===== config.mk =====
export PLATFORM = sky130hd
export DESIGN_NAME = fetch_ctrl_flat
export DESIGN_NICKNAME = d
export VERILOG_FILES = /design/src/rtl/fetch_ctrl_pkg.sv /design/src/rtl/fetch_ctrl_if.sv /design/src/rtl/fetch_ctrl_pc_gen.sv /design/src/rtl/fetch_ctrl.sv /design/src/flat_wrapper.sv
export SDC_FILE = /design/constraint.sdc
export NUM_CORES = 1
export LEC_CHECK = 0
export BUFFER_PORTS_ARGS = -buffer_cell sky130_fd_sc_hd__buf_2
export CAP_MARGIN = 30
export CORE_AREA = 2 2 135 163
export DETAILED_ROUTE_END_ITERATION = 12
export DIE_AREA = 0 0 137 165
export PLACE_DENSITY = 0.8
export REMOVE_ABC_BUFFERS = 1
export SYNTH_ARGS = -nofsm -noshare
export SYNTH_HDL_FRONTEND = slang
export SYNTH_SLANG_ARGS = --single-unit

===== constraint.sdc =====
create_clock -name clk -period 6.4 [get_ports clk]
set_input_delay 1.28 -clock clk [delete_from_list [all_inputs] [get_ports clk]]
set_output_delay 1.28 -clock clk [all_outputs]
set_load 0.05 [all_outputs]

===== src/rtl/fetch_ctrl_pkg.sv =====
// Shared types and constants for the instruction-fetch controller:
// bus widths, FSM state encoding and PC alignment helper.
package fetch_ctrl_pkg;

  localparam int REG_W  = 64;
  localparam int INST_W = 32;

  typedef logic [REG_W-1:0]  reg_bus_t;
  typedef logic [INST_W-1:0] inst_bus_t;

  localparam reg_bus_t ZERO_WORD = '0;

  typedef enum logic [1:0] {
    FC_IDLE = 2'd0,
    FC_REQ  = 2'd1,
    FC_WAIT = 2'd2,
    FC_HOLD = 2'd3
  } fc_state_e;

  // Instructions are word aligned; the low two address bits are never used.
  function automatic reg_bus_t align_pc(input reg_bus_t pc);
    return pc & ~reg_bus_t'(3);
  endfunction

endpackage


===== src/rtl/fetch_ctrl_if.sv =====
// Fetch-side bundle: execute redirect, instruction-memory handshake and
// the decode-facing valid/ready instruction channel.
interface fetch_ctrl_if;
  import fetch_ctrl_pkg::*;

  logic      redirect_valid;
  reg_bus_t  redirect_pc;
  logic      imem_req;
  reg_bus_t  imem_addr;
  logic      imem_gnt;
  logic      imem_rvalid;
  inst_bus_t imem_rdata;
  logic      inst_valid;
  inst_bus_t inst;
  reg_bus_t  inst_pc;
  logic      inst_ready;

  modport master (
    input  redirect_valid, redirect_pc, imem_gnt, imem_rvalid, imem_rdata, inst_ready,
    output imem_req, imem_addr, inst_valid, inst, inst_pc
  );

  modport slave (
    output redirect_valid, redirect_pc, imem_gnt, imem_rvalid, imem_rdata, inst_ready,
    input  imem_req, imem_addr, inst_valid, inst, inst_pc
  );

endinterface


===== src/rtl/fetch_ctrl_pc_gen.sv =====
// Program counter: reset load, sequential +4 step and aligned redirect,
// with redirect taking priority over the sequential step.
module fetch_ctrl_pc_gen
  import fetch_ctrl_pkg::*;
#(
  parameter reg_bus_t RESET_PC = ZERO_WORD
) (
  input  logic     clk,
  input  logic     rst,
  input  logic     load,
  input  reg_bus_t target,
  input  logic     inc,
  output reg_bus_t pc
);

  // NOTE: state registers use non-blocking assignment so every flop samples
  // the pre-edge values of its neighbours, matching real hardware.
  always_ff @(posedge clk) begin
    if (rst)       pc <= RESET_PC;
    else if (load) pc <= align_pc(target);
    else if (inc)  pc <= pc + reg_bus_t'(4);
  end

endmodule


===== src/rtl/fetch_ctrl.sv =====
// Instruction-fetch controller: one outstanding imem request, wrong-path
// squash on redirect, and a single-entry output buffer towards decode.
module fetch_ctrl
  import fetch_ctrl_pkg::*;
#(
  parameter reg_bus_t RESET_PC = ZERO_WORD
) (
  input  logic         clk,
  input  logic         rst,
  fetch_ctrl_if.master bus
);

  fc_state_e state, state_nxt;
  reg_bus_t  pc;
  reg_bus_t  req_pc;
  logic      drop, drop_nxt;
  inst_bus_t inst_q;
  reg_bus_t  inst_pc_q;
  logic      deliver;
  logic      pc_inc;
  logic      pc_load;
  logic      granted;

  assign granted = (state == FC_REQ) && bus.imem_gnt;
  assign pc_load = bus.redirect_valid && (state != FC_IDLE);

  fetch_ctrl_pc_gen #(.RESET_PC(RESET_PC)) u_pc_gen (
    .clk    (clk),
    .rst    (rst),
    .load   (pc_load),
    .target (bus.redirect_pc),
    .inc    (pc_inc),
    .pc     (pc)
  );

  always_ff @(posedge clk) begin
    if (rst) begin
      state     <= FC_IDLE;
      drop      <= 1'b0;
      req_pc    <= '0;
      inst_q    <= '0;
      inst_pc_q <= '0;
    end else begin
      state <= state_nxt;
      drop  <= drop_nxt;
      if (granted) req_pc <= pc;
      if (deliver) begin
        inst_q    <= bus.imem_rdata;
        inst_pc_q <= req_pc;
      end
    end
  end

  // NOTE: every signal driven here gets a default first, so no path through
  // the case can leave one unassigned and infer a latch.
  always_comb begin
    state_nxt = state;
    drop_nxt  = drop;
    deliver   = 1'b0;
    pc_inc    = 1'b0;
    unique case (state)
      FC_IDLE: state_nxt = FC_REQ;
      FC_REQ: begin
        if (bus.imem_gnt) begin
          pc_inc    = 1'b1;
          drop_nxt  = bus.redirect_valid;
          state_nxt = FC_WAIT;
        end
      end
      FC_WAIT: begin
        if (bus.imem_rvalid) begin
          drop_nxt = 1'b0;
          if (!drop && !bus.redirect_valid) begin
            deliver   = 1'b1;
            state_nxt = FC_HOLD;
          end else begin
            state_nxt = FC_REQ;
          end
        end else if (bus.redirect_valid) begin
          drop_nxt = 1'b1;
        end
      end
      FC_HOLD: begin
        // A redirect squashes the held word even when decode is ready.
        if (bus.redirect_valid || bus.inst_ready) state_nxt = FC_REQ;
      end
      default: state_nxt = FC_IDLE;
    endcase
  end

  assign bus.imem_req   = (state == FC_REQ);
  assign bus.imem_addr  = pc;
  assign bus.inst_valid = (state == FC_HOLD);
  assign bus.inst       = inst_q;
  assign bus.inst_pc    = inst_pc_q;

endmodule


===== src/flat_wrapper.sv =====
// flat-port wrapper written by rule: the top's interface ports become plain ports
module fetch_ctrl_flat import fetch_ctrl_pkg::*;
#(
  parameter reg_bus_t RESET_PC = ZERO_WORD
)
  (clk, rst, bus_redirect_valid, bus_redirect_pc, bus_imem_gnt, bus_imem_rvalid, bus_imem_rdata, bus_inst_ready, bus_imem_req, bus_imem_addr, bus_inst_valid, bus_inst, bus_inst_pc);
  fetch_ctrl_if bus_i ();
  input  logic clk;
  input  logic rst;
  input wire logic [$bits(bus_i.redirect_valid)-1:0] bus_redirect_valid;
  input wire logic [$bits(bus_i.redirect_pc)-1:0] bus_redirect_pc;
  input wire logic [$bits(bus_i.imem_gnt)-1:0] bus_imem_gnt;
  input wire logic [$bits(bus_i.imem_rvalid)-1:0] bus_imem_rvalid;
  input wire logic [$bits(bus_i.imem_rdata)-1:0] bus_imem_rdata;
  input wire logic [$bits(bus_i.inst_ready)-1:0] bus_inst_ready;
  output wire logic [$bits(bus_i.imem_req)-1:0] bus_imem_req;
  output wire logic [$bits(bus_i.imem_addr)-1:0] bus_imem_addr;
  output wire logic [$bits(bus_i.inst_valid)-1:0] bus_inst_valid;
  output wire logic [$bits(bus_i.inst)-1:0] bus_inst;
  output wire logic [$bits(bus_i.inst_pc)-1:0] bus_inst_pc;
  assign bus_i.redirect_valid = bus_redirect_valid;
  assign bus_i.redirect_pc = bus_redirect_pc;
  assign bus_i.imem_gnt = bus_imem_gnt;
  assign bus_i.imem_rvalid = bus_imem_rvalid;
  assign bus_i.imem_rdata = bus_imem_rdata;
  assign bus_i.inst_ready = bus_inst_ready;
  assign bus_imem_req = bus_i.imem_req;
  assign bus_imem_addr = bus_i.imem_addr;
  assign bus_inst_valid = bus_i.inst_valid;
  assign bus_inst = bus_i.inst;
  assign bus_inst_pc = bus_i.inst_pc;
  fetch_ctrl #(.RESET_PC(RESET_PC)) u_core (.clk(clk), .rst(rst), .bus(bus_i));
endmodule

==> metrics, run 1 <==
via count=around 9.1k; Worst slew margin=between 40% and 50%; Synth cell types=44; hold_buf cts=0; Die H=165 um; Worst Slack Setup Final=between 2 and 3 ns; Worst Skew=~0.0077 ns; IO Pins=264; crit path time final=roughly 3.5 ns; die width=about 140 um; Setup Crit Path Kind=in2reg; leakage power=4.37 nW; final WL=~27000 um; ys async rst share=0%; Layout area overhead=22.8%; Final #Nets=1499; cell area power density=slightly below 300 nW/um^2; RePlAce Congestion=between 0.8 and 0.9; IO buf count=~260; share of cells above drive strength 1=22.2%; Hold Path Origin=u_core.bus.inst_pc[30]; Mapped Area=9280 um^2; clock buffer count from CTS=23; Crit path top cell by count=or4_1; crit path launch type=input port; final core utilization=54.5%; worst slew pin tran=about 0.9 ns; hold path cells=2; worst path required time=6.82 ns; antenna-violating nets left=0; Vias/cell=5.42; setup repair bufs after CTS=0; CTS sink cnt=221; crit path cell chain=buf_2 -> and4_1 -> nand3_1 -> or4_1 -> or4_1 -> a311oi_1; Post-route DRC=0; pre-CTS WS=2.38 ns; vias in the first global route=8124; H-tree depth=1; # setup viols final=0; Primary FF master, synth=dfxtp_1; Tcrit/Tclk final=55.4%; initial core utilization=44.4%; Wirelength per Cell=16.2 um; upper clock frequency limit=282 MHz; GR Util All Layers=22.8%; worst ir drop on vdd=233 uV; Die ar.=22600 um^2; mean post-synth cell area=just under 8 um^2; register area share after synthesis=47.7%; post-synth top area cell=dfxtp_1; flops & latches, synth=221; Synth Warn #=0; Max clock buf depth=3; Layout fillers=1968; cells resized by post-CTS repair=0; Synth Instances=between 1k and 1.5k; top-area cell type share of the netlist area=between 40% and 50%; RR Endpoint=u_core.u_pc_gen.pc[57]; Final Cell Area=11400 um^2; Hold Crit Endpoint=u_core.bus.inst_pc[30]; synth top area cells=dfxtp_1 48%, nand2_1 14%, a21oi_1 8.7%; RSZ-0062 raised after global routing=false; fin. max-slew vios=0; worst hold path class=reg2reg; CP peak stage delay=0.97 ns; HPWL Detailed=roughly 19000 um; first-pass detailed-route iteration total=5; slowest CP cell=or4_1; placed cell area=about 11000 um^2; Clock Tree Root=clkbuf_16; final hold violation count=0; TritonCTS clock tree=done; total power=3.29 mW; CP arrival=3.97 ns; CORE AREA=20900 um^2; row count=58; largest net degree at the start of global routing=115; clk_lat worst skew=just over 0.5 ns; Iter 0 DRT Violations=506; worst flop-to-flop path startpoint=u_core.state[1]; Post-synth EDFFs=0; Crit. End Element=flip-flop; status=complete, no violations; GRT overflow=0; initial antenna violation count=5; first-pass GRT wire length=41600 um; r2r setup slk=2.98 ns; Setup TNS Final=0 ns; Worst Path Max Fanout=16; Worst-path clk slew=roughly 0.070 ns; Max-Cap Viols=0; R2R depth=7
[stage by stage]
step / hold WS [ns] / instances
2_1_floorplan: 0.426 / 1101
3_3_place_gp: 0.436 / 1634
3_5_place_dp: 0.443 / 1636
4_1_cts: 0.452 / 1676
5_1_grt: 0.458 / 1679
6_report: 0.449 / 1682
[layout make-up]
cell class                 instances  area, um^2  share of cell area (%)
clock inverter                     8        55.1                   0.483
clock buffer                      32         649                    5.70
sequential                       221        4420                    38.8
inverter                          11        41.3                   0.362
timing repair buffer             265        1390                    12.2
antenna                            6        15.0                   0.132
multi-input combinational        869        4480                    39.3
tap                              270         338                    2.97
[power by group]
| group | switching, mW | total, mW | internal [mW] | leakage [nW] |
|---|---|---|---|---|
| clock network | 0.552 | 1.26 | 0.709 | 0.339 |
| registers | 0.103 | 1.54 | 1.44 | 1.79 |
| logic | 0.358 | 0.489 | 0.131 | 2.24 |
[Yosys cell counts, drive strengths merged (2+ instances only)]
cell      n
clkbuf   75
buf      14
a311oi   25
nor2b     2
nor2     64
xnor2    14
and3     13
a211oi   31
a21oi   161
inv      11
and4     13
o31ai    12
nand2   344
nand3    30
or2       3
nor4     14
or3      16
a31o      2
and2      6
or4      19
ha        6
nand4    29
xor2     15
nand2b    2
o21ai    13
dfxtp   221
a31oi     2
nor3     20
[cells in the final DEF, fill, tap and decap left out, types with 3 or more instances in the layout]
master	netlist	final
clkinvlp_4	0	3
or3_1	16	16
xor2_1	15	15
and3_1	13	13
xnor2_1	14	14
buf_4	4	6
o21ai_0	13	13
or2_2	3	3
clkinv_2	0	3
nand4_1	28	28
buf_2	3	256
diode_2	0	6
and4_1	13	13
nor3_1	20	20
and2_1	6	4
nand2_1	344	342
inv_1	11	11
nor2_1	64	64
conb_1	1	4
ha_1	6	6
clkbuf_1	74	5
nand3_1	30	30
o31ai_1	12	12
a311oi_1	25	25
a21oi_1	161	161
clkbuf_8	0	4
nor4_1	14	14
or4_1	18	18
dfxtp_1	221	221
a211oi_1	31	31
clkbuf_16	0	23
[per-layer routing]
metal | global-route usage [%] | vias to the layer above | wire [um]
li1 | - | 4531 | -
met1 | 27.7 | 4199 | 11100
met2 | 39.6 | 318 | 13400
met3 | 4.51 | 60 | 1860
met4 | 8.34 | 2 | 778
met5 | 0 | - | 13
[sequential cells by signal, summed over array words and instances, names as in the netlist]
name and count:
u_core.bus.inst_pc 62, u_core.drop 1, u_core.bus.inst 32, u_core.state 2, u_core.u_pc_gen.pc 62, u_core.req_pc 62
[worst max-delay path by stage]
| stage | startpoint | cells after the start | slack, ns | end |
|---|---|---|---|---|
| final | bus_imem_gnt | 6 | 2.85 | u_core.u_pc_gen.pc[57] |
| after global routing | bus_imem_gnt | 6 | 2.73 | u_core.u_pc_gen.pc[57] |
| after CTS | bus_imem_gnt | 6 | 2.91 | u_core.u_pc_gen.pc[45] |
| after detailed placement | bus_imem_gnt | 6 | 2.38 | u_core.u_pc_gen.pc[45] |
| after global placement | bus_imem_gnt | 6 | 2.42 | u_core.u_pc_gen.pc[61] |
| after floorplan | bus_imem_gnt | 5 | 2.49 | u_core.u_pc_gen.pc[46] |
[worst max-delay path, delay by kind of cell]
family / cells / cell delay [ns]
buffers and inverters: 1 / 0.16
and+or+nand+nor: 4 / 2.26
AOI/OAI and AO/OA: 1 / 0.25
[kinds of logic after synthesis]
| logic type | count (synthesis) | synth area share (%) |
|---|---|---|
| simple gates | 577 | 28.1 |
| compound gates | 252 | 16.1 |
| flops | 221 | 47.7 |
| buf+inv | 100 | 4.42 |
| xor+xnor | 29 | 2.74 |
| fa+ha+maj | 6 | 0.809 |
| other cells | 1 | 0.0404 |
| mux | 1 | 0.108 |
Note: power is estimated with default switching activity, not from simulation.
==> run 2: changes to the inputs <==
==> constraint.sdc (replaced) <==
create_clock -name clk -period 3.5 [get_ports clk]
set_input_delay 0.7 -clock clk [delete_from_list [all_inputs] [get_ports clk]]
set_output_delay 0.7 -clock clk [all_outputs]
set_load 0.05 [all_outputs]
==> run 2 against run 1 <==
Net effect:
- routed wire length up 1.5%
- utilization up 0.34 points
- cell count up 0.18%
- sequential power up 82%
- cell area up 0.62%
- via count up 0.46%
- sequential share of layout area down 0.24 points
- worst hold slack worse by 0.021 ns
- worst setup slack worse by 2.5 ns
- critical endpoint is now u_core.u_pc_gen.pc[45]
- largest power group unchanged
==> metrics, run 2 (synthesis gave the netlist of run 1 again) <==
cells resized by post-CTS repair=0 (unchanged); final hold violation count=0 (unchanged); clock buffer count from CTS=23 (unchanged); die width=137 um (unchanged); first-pass GRT wire length=42400 um (+1.8%); hold_buf cts=0 (unchanged); largest net degree at the start of global routing=106 (-7.8%); Layout fillers=1987 (+0.97%); RSZ-0062 raised after global routing=false; via count=9152 (+0.46%); fin. max-slew vios=0 (unchanged); Crit path top cell by count=or4_1; setup repair bufs after CTS=0 (unchanged); fin cells=1685 (+0.18%); slowest CP cell=or4_1; row count=58 (unchanged); final WL=27600 um (+1.5%); crit path cell chain=inv_1 -> ha_1 -> and4_1 -> nand3_1 -> or4_1 -> or4_1 -> a311oi_1; Clock Tree Root=clkbuf_16; Wirelength per Cell=16.4 um (+1.3%); upper clock frequency limit=318 MHz; CP peak stage delay=0.87 ns (-0.10 ns); Final #Nets=1504 (+0.33%); initial core utilization=44.4% (unchanged); IO Pins=264 (unchanged); Max clock buf depth=3 (unchanged); highest-count cells in the layout ignoring fill and taps=342 x nand2_1, 256 x buf_2, 221 x dfxtp_1, 161 x a21oi_1, 64 x nor2_1; GRT overflow=0 (unchanged); Worst Skew=0.00851 ns (+0.000826 ns); worst ir drop on vdd=374 uV (+60%); share of cells above drive strength 1=22.6% (+0.42 points); CORE AREA=20900 um^2 (unchanged); antenna-violating nets left=0 (unchanged); H-tree depth=1 (unchanged); CP bufs+invs=1 (unchanged); HPWL Detailed=18700 um (+0.91%); Die ar.=22600 um^2 (unchanged); Max-Cap Viols=0 (unchanged); Worst-path clk slew=0.06 ns (about the same); IO buf count=257 (unchanged); vias in the first global route=8351 (+2.8%); dpl cells=1641 (+0.31%); Worst Path Max Fanout=16 (unchanged); # setup viols final=0 (unchanged); Iter 0 DRT Violations=659 (+30%); most common cell after layout, fill and taps aside=nand2_1; initial antenna violation count=5 (unchanged); leakage power=4.43 nW (+1.2%); worst path required time=3.91 ns (-2.91 ns); Die H=165 um (unchanged); Crit. End Element=flip-flop; Layout area overhead=23.5%; Worst Slack Setup Final=0.351 ns (-2.50 ns); Setup Crit Path Kind=reg2reg; GR Util All Layers=23.3% (+0.54 points); TritonCTS clock tree=done; crit path time final=between 3 and 4 ns; worst slew pin tran=0.893 ns (+0.0192 ns); cell area power density=536 nW/um^2 (+85%); RePlAce Congestion=0.875 (+2.1%); status=complete, no violations; crit-path leading delay family=simple AND/OR/NAND/NOR gates; Tcrit/Tclk final=90.0%; Post-route DRC=0 (unchanged); worst hold path class=in2reg; CTS sink cnt=221 (unchanged); first-pass detailed-route iteration total=5 (unchanged); Worst slew margin=40.5% (-1.3 points); crit path launch type=flip-flop; CP arrival=3.56 ns (-0.41 ns); Vias/cell=5.43 (+0.28%); clk_lat worst skew=0.51 ns (about the same); pre-CTS WS=0.364 ns (-2.02 ns)
run 2: cell types whose count changed in the layout (fill, tap and decap cells not counted), sizes merged:
cell      previous run  this run
diode                6         4
bufinv               0         1
buf                265       270
inv                 11        12
clkinvlp             3         1
run 2: path summary, 6_finish.rpt:
path         slack (ns)  cells after the start                   start                endpoint
max                0.35                      7         u_core.state[1]  u_core.u_pc_gen.pc[45]
min reg2reg        0.45                      2  u_core.bus.inst_pc[55]  u_core.bus.inst_pc[55]
max reg2reg        0.35                      7         u_core.state[1]  u_core.u_pc_gen.pc[45]
min                0.43                      3       bus_imem_rdata[1]      u_core.bus.inst[1]
run 2: per-stage QoR:
| step | power (mW) | hold WS, ns | TNS, ns | cell area (um^2) | util [%] |
|---|---|---|---|---|---|
| after CTS | 6.18 | 0.420 | 0 | 11500 | 54.8 |
| after detailed placement | 3.78 | 0.443 | 0 | 10700 | 51.2 |
| after global routing | 6.37 | 0.419 | 0 | 11500 | 54.8 |
| after floorplan | 3.43 | 0.426 | -0.614 | 8920 | - |
| final | 6.14 | 0.428 | 0 | 11500 | 54.8 |
| after global placement | 3.76 | 0.436 | 0 | 10700 | 51.2 |
run 2: cell type report:
| cell class | count | area [um^2] | share of cell area (%) |
|---|---|---|---|
| Multi-Input combinational cell | 869 | 4480 | 39.1 |
| Sequential cell | 221 | 4420 | 38.6 |
| Timing Repair Buffer | 270 | 1430 | 12.5 |
| Clock buffer | 32 | 669 | 5.84 |
| Tap cell | 270 | 338 | 2.95 |
| Clock inverter | 8 | 75.1 | 0.655 |
| Inverter | 11 | 41.3 | 0.360 |
| Antenna cell | 4 | 10.0 | 0.0873 |
run 2: routing by layer:
layer	up-vias	GRT usage [%]	part of all wire (%)
met5	-	0	0.025
met4	2	9.70	3.5
met3	69	4.85	7.1
met2	333	40.1	49
met1	4220	28.1	40
li1	4528	-	-
run 2: worst min-delay path, cell delays in order:
cell and delay [ns]:
buf_2 0.09, nand2_1 0.04, a21oi_1 0.05
run 2: power by group:
group	total [mW]	switching [mW]	internal [mW]
Combinational	0.920	0.675	0.245
Clock	2.41	1.01	1.41
Sequential	2.81	0.175	2.63
Total	6.14	1.86	4.29
==> run 3: changes to the inputs <==
--- a/config.mk
+++ b/config.mk
@@ -11,7 +11,6 @@
 export DETAILED_ROUTE_END_ITERATION = 12
 export DIE_AREA = 0 0 137 165
 export PLACE_DENSITY = 0.8
-export REMOVE_ABC_BUFFERS = 1
 export SYNTH_ARGS = -nofsm -noshare
 export SYNTH_HDL_FRONTEND = slang
 export SYNTH_SLANG_ARGS = --single-unit
==> run 3 against run 2 <==
Net effect:
- power rose by 3.1%
- flip-flop and latch count did not move
- worst setup slack improved by 0.33 ns
- register-to-register slack improved by 0.33 ns
- critical path type unchanged
==> metrics, run 3 (synthesis gave the netlist of run 1 again) <==
slowest CP cell=or4_1; Wirelength per Cell=16.8 um (+2.7%); final WL=28400 um (+2.9%); CP bufs+invs=1 (unchanged); clk_lat worst skew=0.50 ns (about the same); highest-count cells in the layout ignoring fill and taps=342 x nand2_1, 256 x buf_2, 221 x dfxtp_1, 161 x a21oi_1, 64 x nor2_1; fin. max-slew vios=0 (unchanged); worst hold path class=in2reg; Crit path top cell by count=or4_1; TritonCTS clock tree=done; Final #Nets=1510 (+0.40%); leakage power=4.48 nW (+1.2%); IO buf count=257 (unchanged); Clock Tree Root=clkbuf_16; Die ar.=22600 um^2 (unchanged); Hold Path Origin=bus_redirect_pc[54]; Crit. End Element=flip-flop; GRT overflow=0 (unchanged); vias in the first global route=8255 (-1.1%); largest net degree at the start of global routing=95 (-10%); RSZ-0062 raised after global routing=false; Tcrit/Tclk final=80.5% (-9.5 points); Worst Skew=0.0116 ns (+0.00309 ns); hold path cells=3 (unchanged); die width=137 um (unchanged); # setup viols final=0 (unchanged); Hold Crit Endpoint=u_core.u_pc_gen.pc[54]; Setup Crit Path Kind=reg2reg; Die H=165 um (unchanged); r2r setup slk=0.68 ns (+0.33 ns); status=complete, no violations; Max clock buf depth=3 (unchanged); crit path time final=2.82 ns (-0.333 ns); Clk pwr share=40.8% (+1.5 points); cells resized by post-CTS repair=0 (unchanged); worst path required time=3.91 ns (about the same); switching power=1.85 mW (-0.58%); Worst slew margin=34.6% (-5.8 points); via count=9315 (+1.8%); initial core utilization=44.4% (unchanged); Int Pwr=4.49 mW (+4.7%); CP peak stage delay=0.85 ns (-0.02 ns); most common cell after layout, fill and taps aside=nand2_1; total power=6.33 mW (+3.1%); Worst Path Max Fanout=16 (unchanged); combinational share of power=14.8% (-0.2 points); CORE AREA=20900 um^2 (unchanged); Layout area overhead=24.7%; initial antenna violation count=3 (-2); first-pass GRT wire length=43300 um (+2.2%); row count=58 (unchanged); WHS=0.405 ns (-0.0231 ns); CP arrival=3.23 ns (-0.33 ns); sw frac=29.1% (-1.1 points); setup repair bufs after CTS=0 (unchanged); Seq pwr share=44.4% (-1.3 points); final hold violation count=0 (unchanged); clock buffer count from CTS=23 (unchanged); Post-route DRC=0 (unchanged); crit-path leading delay family=simple AND/OR/NAND/NOR gates; HPWL Detailed=20000 um (+6.9%); antenna-violating nets left=0 (unchanged); IO Pins=264 (unchanged); Vias/cell=5.52 (+1.5%); crit path cell chain=inv_1 -> ha_1 -> and4_1 -> nand3_1 -> or4_1 -> or4_1 -> a311oi_1; Max-Cap Viols=0 (unchanged); cell area power density=547 nW/um^2 (+2.1%); share of cells above drive strength 1=23.0% (+0.34 points); R2R depth=7 (unchanged); RePlAce Congestion=0.926 (+5.7%); worst flop-to-flop path startpoint=u_core.state[1]; worst slew pin tran=0.981 ns (+0.0874 ns); GR Util All Layers=24.1% (+0.76 points); RR Endpoint=u_core.u_pc_gen.pc[45]; hold_buf cts=0 (unchanged); upper clock frequency limit=355 MHz (+12%); crit path launch type=flip-flop; Worst-path clk slew=0.06 ns (about the same); H-tree depth=1 (unchanged); worst ir drop on vdd=472 uV (+26%); first-pass detailed-route iteration total=5 (unchanged); Iter 0 DRT Violations=680 (+3.2%); CTS sink cnt=221 (unchanged); Setup TNS Final=0 ns (unchanged)
run 3: cell count changes in the layout (fill, tap and decap cells not counted), sizes merged:
cell      delta
buf          +6
bufinv       +3
clkbuf       -2
clkinv       -3
clkinvlp     +2
diode        -1
inv          -1
run 3: per-stage QoR:
step                      cell area, um^2  setup WS [ns]  util (%)  cells
after floorplan                      9290          0.628         -   1190
after global placement              10700          0.481      51.3   1646
after detailed placement            10700          0.442      51.3   1646
after CTS                           11500          0.719      55.2   1685
after global routing                11600          0.486      55.4   1688
final                               11600          0.683      55.4   1689
run 3: worst max path at each step:
stage / startpoint / end / slack [ns] / cells after the start
floorplan: u_core.state[1] / u_core.u_pc_gen.pc[51] / 0.63 / 8
global placement: bus_imem_gnt / u_core.u_pc_gen.pc[57] / 0.48 / 6
detailed placement: bus_imem_gnt / u_core.u_pc_gen.pc[45] / 0.44 / 6
CTS: u_core.state[1] / u_core.u_pc_gen.pc[45] / 0.72 / 7
global route: u_core.state[0] / u_core.u_pc_gen.pc[45] / 0.49 / 6
finish: u_core.state[1] / u_core.u_pc_gen.pc[45] / 0.68 / 7
run 3: worst min-delay path: cells and delay by family:
family / cells / cell delay, ns
AND/OR/NAND/NOR: 2 / 0.10
buffers and inverters: 1 / 0.08
run 3: power by group through the flow:
| stage | clock network [mW] | logic, mW | registers (mW) |
|---|---|---|---|
| floorplan | 0 | 0.366 | 3.11 |
| global placement | 0 | 0.928 | 2.85 |
| detailed placement | 0 | 0.934 | 2.86 |
| CTS | 2.63 | 0.939 | 2.81 |
| global route | 2.72 | 1.00 | 2.83 |
| finish | 2.58 | 0.939 | 2.81 |
run 3: layer usage:
metal	up-vias	global-route usage (%)	part of all wire [%]
met3	63	5.16	7.4
li1	4542	-	-
met1	4342	29.6	40
met2	368	40.7	50
met5	-	0	0
met4	0	9.70	3.3
run 3: cell type report:
type	count	area (um^2)
Antenna cell	3	7.51
Clock buffer	30	652
Clock inverter	9	153
Fill cell	1921	9330
Inverter	11	41.3
Multi-Input combinational cell	869	4480
Sequential cell	221	4420
Tap cell	270	338
Timing Repair Buffer	276	1480
